File: src/rtl/famicom_pkg.sv
// famicom_pkg
//   Shared types and constants for the Famicom/NES pad reader.
//   - state_t        : frame sequencer states
//   - DEF_*          : default timing / width parameters (50 MHz clk_sys, 60 Hz polling, NES pad)
//   - BTN_*          : bit positions of the NES buttons in the buttons vector
package famicom_pkg;

  typedef enum logic [2:0] {
    IDLE  = 3'd0,
    LATCH = 3'd1,
    LO    = 3'd2,
    HI    = 3'd3,
    DONE  = 3'd4
  } state_t;

  // 6 us half-period at 50 MHz, 60 Hz frame rate, 8 buttons
  localparam int DEF_TICK_CYCLES = 300;
  localparam int DEF_POLL_CYCLES = 833333;
  localparam int DEF_NUM_BITS    = 8;

  // NES serial order: first bit shifted out of the pad is A
  localparam int BTN_A      = 0;
  localparam int BTN_B      = 1;
  localparam int BTN_SELECT = 2;
  localparam int BTN_START  = 3;
  localparam int BTN_UP     = 4;
  localparam int BTN_DOWN   = 5;
  localparam int BTN_LEFT   = 6;
  localparam int BTN_RIGHT  = 7;

endpackage

File: src/rtl/sync_2ff.sv
// sync_2ff
//   Two-flop synchronizer for a single asynchronous input.
//   Ports:
//     clk_sys : destination clock
//     reset   : synchronous, active-high; both flops load RST_VAL
//     d       : asynchronous input
//     q       : synchronized output (2-cycle latency)
module sync_2ff #(
  parameter logic RST_VAL = 1'b1
) (
  input  logic clk_sys,
  input  logic reset,
  input  logic d,
  output logic q
);

  logic meta;

  always_ff @(posedge clk_sys) begin
    if (reset) begin
      meta <= RST_VAL;
      q    <= RST_VAL;
    end else begin
      meta <= d;
      q    <= meta;
    end
  end

endmodule

File: src/rtl/famicom_pad_reader.sv
// famicom_pad_reader
//   Host-side initiator for the Famicom/NES serial pad protocol. Periodically
//   pulses latch, then clocks NUM_BITS+1 bits out of a 4021-style shift
//   register in the pad. The extra final bit detects presence: a connected pad
//   shifts in a driven low, a floating (pulled-up) line reads high.
//   Ports:
//     clk_sys       : system clock
//     reset         : synchronous, active-high
//     enable        : 1 = poll periodically; 0 = finish current frame, then idle
//     pad_latch     : to pad, parallel-load strobe (registered)
//     pad_pulse     : to pad, shift clock, pad shifts on rising edge (registered)
//     pad_data      : from pad, asynchronous, low = pressed
//     buttons       : bit i = i-th serial bit, 1 = pressed
//     buttons_valid : one-cycle strobe, buttons/pad_connected update with it
//     pad_connected : controller seen in the last completed frame
//     busy          : frame in progress (registered)
module famicom_pad_reader
  import famicom_pkg::*;
#(
  parameter int TICK_CYCLES = DEF_TICK_CYCLES,
  parameter int POLL_CYCLES = DEF_POLL_CYCLES,
  parameter int NUM_BITS    = DEF_NUM_BITS
) (
  input  logic                clk_sys,
  input  logic                reset,
  input  logic                enable,
  output logic                pad_latch,
  output logic                pad_pulse,
  input  logic                pad_data,
  output logic [NUM_BITS-1:0] buttons,
  output logic                buttons_valid,
  output logic                pad_connected,
  output logic                busy
);

  localparam int TW = $clog2(TICK_CYCLES);
  localparam int PW = $clog2(POLL_CYCLES);
  localparam int KW = $clog2(NUM_BITS + 1);

  // ---------------------------------------------------------------------
  // Input synchronizer; idle-high so reset looks like "no pad"
  // ---------------------------------------------------------------------
  logic data_sync;

  sync_2ff #(.RST_VAL(1'b1)) u_sync (
    .clk_sys (clk_sys),
    .reset   (reset),
    .d       (pad_data),
    .q       (data_sync)
  );

  // ---------------------------------------------------------------------
  // Poll counter: free-runs while enabled, even during a frame, so frame
  // starts stay exactly POLL_CYCLES apart.
  // ---------------------------------------------------------------------
  logic [PW-1:0] poll_cnt;
  logic          poll_last;

  assign poll_last = (poll_cnt == PW'(POLL_CYCLES - 1));

  always_ff @(posedge clk_sys) begin
    if (reset || !enable)
      poll_cnt <= '0;
    else if (poll_last)
      poll_cnt <= '0;
    else
      poll_cnt <= poll_cnt + PW'(1);
  end

  // ---------------------------------------------------------------------
  // FSM state register
  // ---------------------------------------------------------------------
  state_t state, next_state;

  always_ff @(posedge clk_sys) begin
    if (reset)
      state <= IDLE;
    else
      state <= next_state;
  end

  // ---------------------------------------------------------------------
  // Tick timing. The counter restarts on every state entry. LATCH spans two
  // ticks; latch_half marks that the first one has elapsed.
  // ---------------------------------------------------------------------
  logic [TW-1:0] tick_cnt;
  logic          tick_last;
  logic          latch_half;
  logic          state_change;
  logic [KW-1:0] k;

  assign tick_last    = (tick_cnt == TW'(TICK_CYCLES - 1));
  assign state_change = (next_state != state);

  always_ff @(posedge clk_sys) begin
    if (reset || state_change)
      tick_cnt <= '0;
    else if (tick_last)
      tick_cnt <= '0;
    else
      tick_cnt <= tick_cnt + TW'(1);
  end

  always_ff @(posedge clk_sys) begin
    if (reset || state_change)
      latch_half <= 1'b0;
    else if (state == LATCH && tick_last)
      latch_half <= 1'b1;
  end

  // ---------------------------------------------------------------------
  // FSM next-state logic
  // ---------------------------------------------------------------------
  always_comb begin
    next_state = state;
    unique case (state)
      IDLE:    if (enable && poll_last)     next_state = LATCH;
      LATCH:   if (tick_last && latch_half) next_state = LO;
      LO:      if (tick_last)               next_state = (k == KW'(NUM_BITS)) ? DONE : HI;
      HI:      if (tick_last)               next_state = LO;
      DONE:                                 next_state = IDLE;
      default:                              next_state = IDLE;
    endcase
  end

  // ---------------------------------------------------------------------
  // FSM outputs: decoded from next_state and registered so the pins change
  // exactly on state entry, glitch-free.
  // ---------------------------------------------------------------------
  logic latch_d, pulse_d, busy_d;

  always_comb begin
    latch_d = 1'b0;
    pulse_d = 1'b0;
    busy_d  = 1'b1;
    unique case (next_state)
      IDLE:    busy_d  = 1'b0;
      LATCH:   latch_d = 1'b1;
      HI:      pulse_d = 1'b1;
      default: ;
    endcase
  end

  always_ff @(posedge clk_sys) begin
    if (reset) begin
      pad_latch <= 1'b0;
      pad_pulse <= 1'b0;
      busy      <= 1'b0;
    end else begin
      pad_latch <= latch_d;
      pad_pulse <= pulse_d;
      busy      <= busy_d;
    end
  end

  // ---------------------------------------------------------------------
  // Bit index and capture register. Bit NUM_BITS is the presence bit.
  // Sampling happens at the end of each LO tick, well after the pad has
  // shifted on the previous pulse edge (or been loaded by latch).
  // ---------------------------------------------------------------------
  logic [NUM_BITS:0] shift;

  always_ff @(posedge clk_sys) begin
    if (reset)
      k <= '0;
    else if (state == LATCH)
      k <= '0;
    else if (state == HI && tick_last)
      k <= k + KW'(1);
  end

  always_ff @(posedge clk_sys) begin
    if (reset)
      shift <= '0;
    else if (state == LO && tick_last)
      shift[k] <= ~data_sync;
  end

  // ---------------------------------------------------------------------
  // Result registers: whole-vector update in DONE, strobe alongside it.
  // ---------------------------------------------------------------------
  always_ff @(posedge clk_sys) begin
    if (reset) begin
      buttons       <= '0;
      pad_connected <= 1'b0;
      buttons_valid <= 1'b0;
    end else begin
      buttons_valid <= (state == DONE);
      if (state == DONE) begin
        buttons       <= shift[NUM_BITS-1:0];
        pad_connected <= shift[NUM_BITS];
      end
    end
  end

endmodule

File: config.mk
export PLATFORM = sky130hd
export DESIGN_NAME = famicom_pad_reader
export DESIGN_NICKNAME = d
export VERILOG_FILES = /design/src/rtl/famicom_pkg.sv /design/src/rtl/sync_2ff.sv /design/src/rtl/famicom_pad_reader.sv
export SDC_FILE = /design/constraint.sdc
export NUM_CORES = 1
export LEC_CHECK = 0
export ABC_AREA = 1
export BUFFER_PORTS_ARGS = -buffer_cell sky130_fd_sc_hd__buf_2
export CELL_PAD_IN_SITES_DETAIL_PLACEMENT = 2
export CELL_PAD_IN_SITES_GLOBAL_PLACEMENT = 2
export CORE_ASPECT_RATIO = 1.25
export CORE_MARGIN = 4
export CORE_UTILIZATION = 38
export DETAILED_ROUTE_END_ITERATION = 8
export GPL_TIMING_DRIVEN = 1
export PLACE_DENSITY_LB_ADDON = 0.2
export REMOVE_ABC_BUFFERS = 1
export SYNTH_ARGS = -nofsm -noshare
export SYNTH_HDL_FRONTEND = slang
export SYNTH_SLANG_ARGS = --single-unit
File: constraint.sdc
create_clock -name clk_sys -period 2.3 [get_ports clk_sys]
set_input_delay 0.115 -clock clk_sys [delete_from_list [all_inputs] [get_ports clk_sys]]
set_output_delay 0.115 -clock clk_sys [all_outputs]
set_load 0.02 [all_outputs]
==> reports/qor.txt <==
number of H-tree levels -> 3
drt first pass iters -> 4
CTS root buffer -> clkbuf_8
Final Cycle Share -> 0.850
Syn Area/Cell -> 7.50 sq um
Num CTS Buffers -> 9
Setup TNS -> 0 ns
Post-DRT Antenna Nets -> 0
R2R Path Start -> poll_cnt[0]
max-slew violation count -> 0
unrepaired setup endpoints after global routing -> no
CP Launch Type -> flip-flop
EDFF count, synth -> 0
initial core utilization -> 0.394
port bufs -> 16
status -> finished clean
fraction of layout cells with a size suffix above 1 -> 0.192
worst setup margin -> 0.346 ns
synthesis-to-layout area growth -> 14.0%
CP required -> 2.57 ns
clk buf depth -> 2
initial antenna violation count -> 0
hold path start -> reset
fin nets -> 428
Core Rows -> 35
CP Class -> reg2reg
max_cap viols -> 0
Synth cell types -> 35
Horiz. Die Dim -> 86.6 um
Chip Height -> 106 um
CTS Sinks -> 61
minimum clock period -> 1.95 ns
Setup WS pre-CTS -> 0.355 ns
DRC viols -> 0
Clk pin slew, worst setup/hold paths -> 0.07 ns
Worst VDD drop -> 0.529 mV
Hold Crit Class -> in2reg
RePlAce Congestion -> 0.776
Fmax -> 512 MHz
worst skew pair latency -> 0.35 ns
Syn Inst Count -> 391
pwr/cell area -> 640 mW/mm^2
most frequent cells in the layout -> nand2_1 (66), dfxtp_1 (61), nor2_1 (53)
commonest non-fill, non-tap cell in the layout -> nand2_1
Power, Total -> 2.14 mW
first-pass GRT wire length -> 14100 um
antenna cells -> 0
Worst-Margin Slew -> 0.523 ns
Crit path arrival time -> 2.22 ns
Reg2Reg Depth -> 10
CTS tree -> yes
DRT Wirelength -> 7980 um
DR vias -> 2583
core outline area -> 0.00744 sq mm
Critical Path End Type -> flip-flop
Slew Limit Headroom -> 0.650
initial DRC count -> 100
Seq/Total Area, Yosys -> 0.416
Final setup viols -> 0
total gr overflow -> 0
static leakage -> 1.36 nW
vias in the first global route -> 2895
# IOs -> 17
post-synthesis sequential element count -> 61
Worst Hold Depth -> 2
final hold vios -> 0
CP max FO -> 11
hpwl dp -> 5800 um
pin count of the biggest net entering global routing -> 21
Synth Flop Type -> dfxtp_1
Crit Reg-Reg Endpoint -> poll_cnt[8]
die area -> 0.00920 sq mm
synth warn -> 0
cell area after synthesis -> 0.00293 sq mm
via-per-instance ratio -> 5.03
gr usage total -> 0.197
R2R setup slack -> 0.35 ns
Worst Skew -> 0.0132 ns
Async SR Flop Fraction -> 0
Worst Hold Path EP -> busy
routed wire length per instance -> 15.5 um
synth_stat cells (2+ instances only):
cell type,n,share of area
nand2_2,5,0.011
nor2_1,53,0.068
nor3_1,10,0.017
buf_2,2,0.0034
nand2_4,2,0.0077
nand3_1,24,0.041
nand4_1,4,0.0085
nand3_4,2,0.012
nor2_4,3,0.012
o21ai_0,19,0.032
xnor2_1,4,0.012
nand2_1,66,0.084
inv_1,50,0.064
nand3_2,5,0.017
a21oi_2,2,0.0060
or2_2,3,0.0064
nor2_2,17,0.036
dfxtp_1,61,0.42
a21oi_1,24,0.041
ha_1,7,0.030
inv_2,4,0.0051
xor2_1,11,0.033
worst max-delay path, stage by stage (launching register included):
cell	delay [ns]
dfxtp_1	0.45
inv_2	0.09
ha_1	0.20
nand2_1	0.09
nor2_1	0.04
nand2_1	0.05
nor2_1	0.05
nand2_1	0.06
nand3_1	0.37
buf_4	0.34
a21oi_1	0.14
cell type report:
| type | instances | area [sq um] |
|---|---|---|
| clock inverters | 6 | 70.1 |
| well taps | 92 | 115 |
| clock buffers | 10 | 138 |
| inverters | 54 | 203 |
| repair buffers | 20 | 113 |
| multi-input cells | 271 | 1490 |
| fillers | 874 | 4100 |
| flip-flops and latches | 61 | 1220 |
report_power, final:
| group | total (mW) | internal, mW | switching [mW] |
|---|---|---|---|
| logic | 0.0604 | 0.0205 | 0.0399 |
| clock network | 1.01 | 0.539 | 0.469 |
| registers | 1.07 | 1.06 | 0.00770 |
stage by stage:
step / instances / instance area (sq um) / utilization / hold slack (ns)
2_1_floorplan: 386 / 2910 / - / 0.184
3_3_place_gp: 497 / 3130 / 0.420 / 0.298
3_5_place_dp: 497 / 3130 / 0.420 / 0.313
4_1_cts: 514 / 3340 / 0.449 / 0.0373
5_1_grt: 514 / 3340 / 0.449 / 0.0403
6_report: 514 / 3340 / 0.449 / 0.0584
layer usage:
| metal | GRT usage | vias up | part of all wire |
|---|---|---|---|
| li1 | - | 1289 | - |
| met4 | 0.0679 | 0 | 0.017 |
| met1 | 0.213 | 1261 | 0.41 |
| met5 | 0 | - | 0 |
| met2 | 0.369 | 20 | 0.56 |
| met3 | 0.0426 | 13 | 0.022 |
sequential cells by signal, summed over array words and instances (netlist names):
signal	count
k	4
poll_cnt	20
pad_pulse	1
busy	1
u_sync.q	1
latch_half	1
buttons_valid	1
pad_latch	1
buttons	8
state	3
u_sync.meta	1
shift	9
pad_connected	1
tick_cnt	9
worst max path at each step:
stage | start | end | slack, ns | cells past startpoint
3_3_place_gp | poll_cnt[0] | poll_cnt[8] | 0.46 | 10
4_1_cts | poll_cnt[0] | poll_cnt[8] | 0.24 | 10
3_5_place_dp | poll_cnt[0] | poll_cnt[8] | 0.35 | 10
2_1_floorplan | poll_cnt[0] | poll_cnt[15] | 0.61 | 10
5_1_grt | poll_cnt[0] | poll_cnt[2] | 0.11 | 10
6_report | poll_cnt[0] | poll_cnt[8] | 0.35 | 10
cells by family (layout without fill, tap and decap cells):
group	Yosys count	count (layout)	synth area share
AOI/OAI and AO/OA	50	50	0.0908
xor gates and xnor gates	15	15	0.0448
DFF	61	61	0.416
adders and majority gates	7	7	0.0298
buffers and inverters	59	90	0.0776
and+or+nand+nor	199	199	0.341
timing repair:
action / 4_1_cts / 5_1_grt
buffers inserted: 0 / 0
gates resized for setup: 0 / 0
endpoints found under the hold margin: 1 / 0
hold buffers: 1 / 0
No activity file was read; power rests on OpenSTA's default activity.
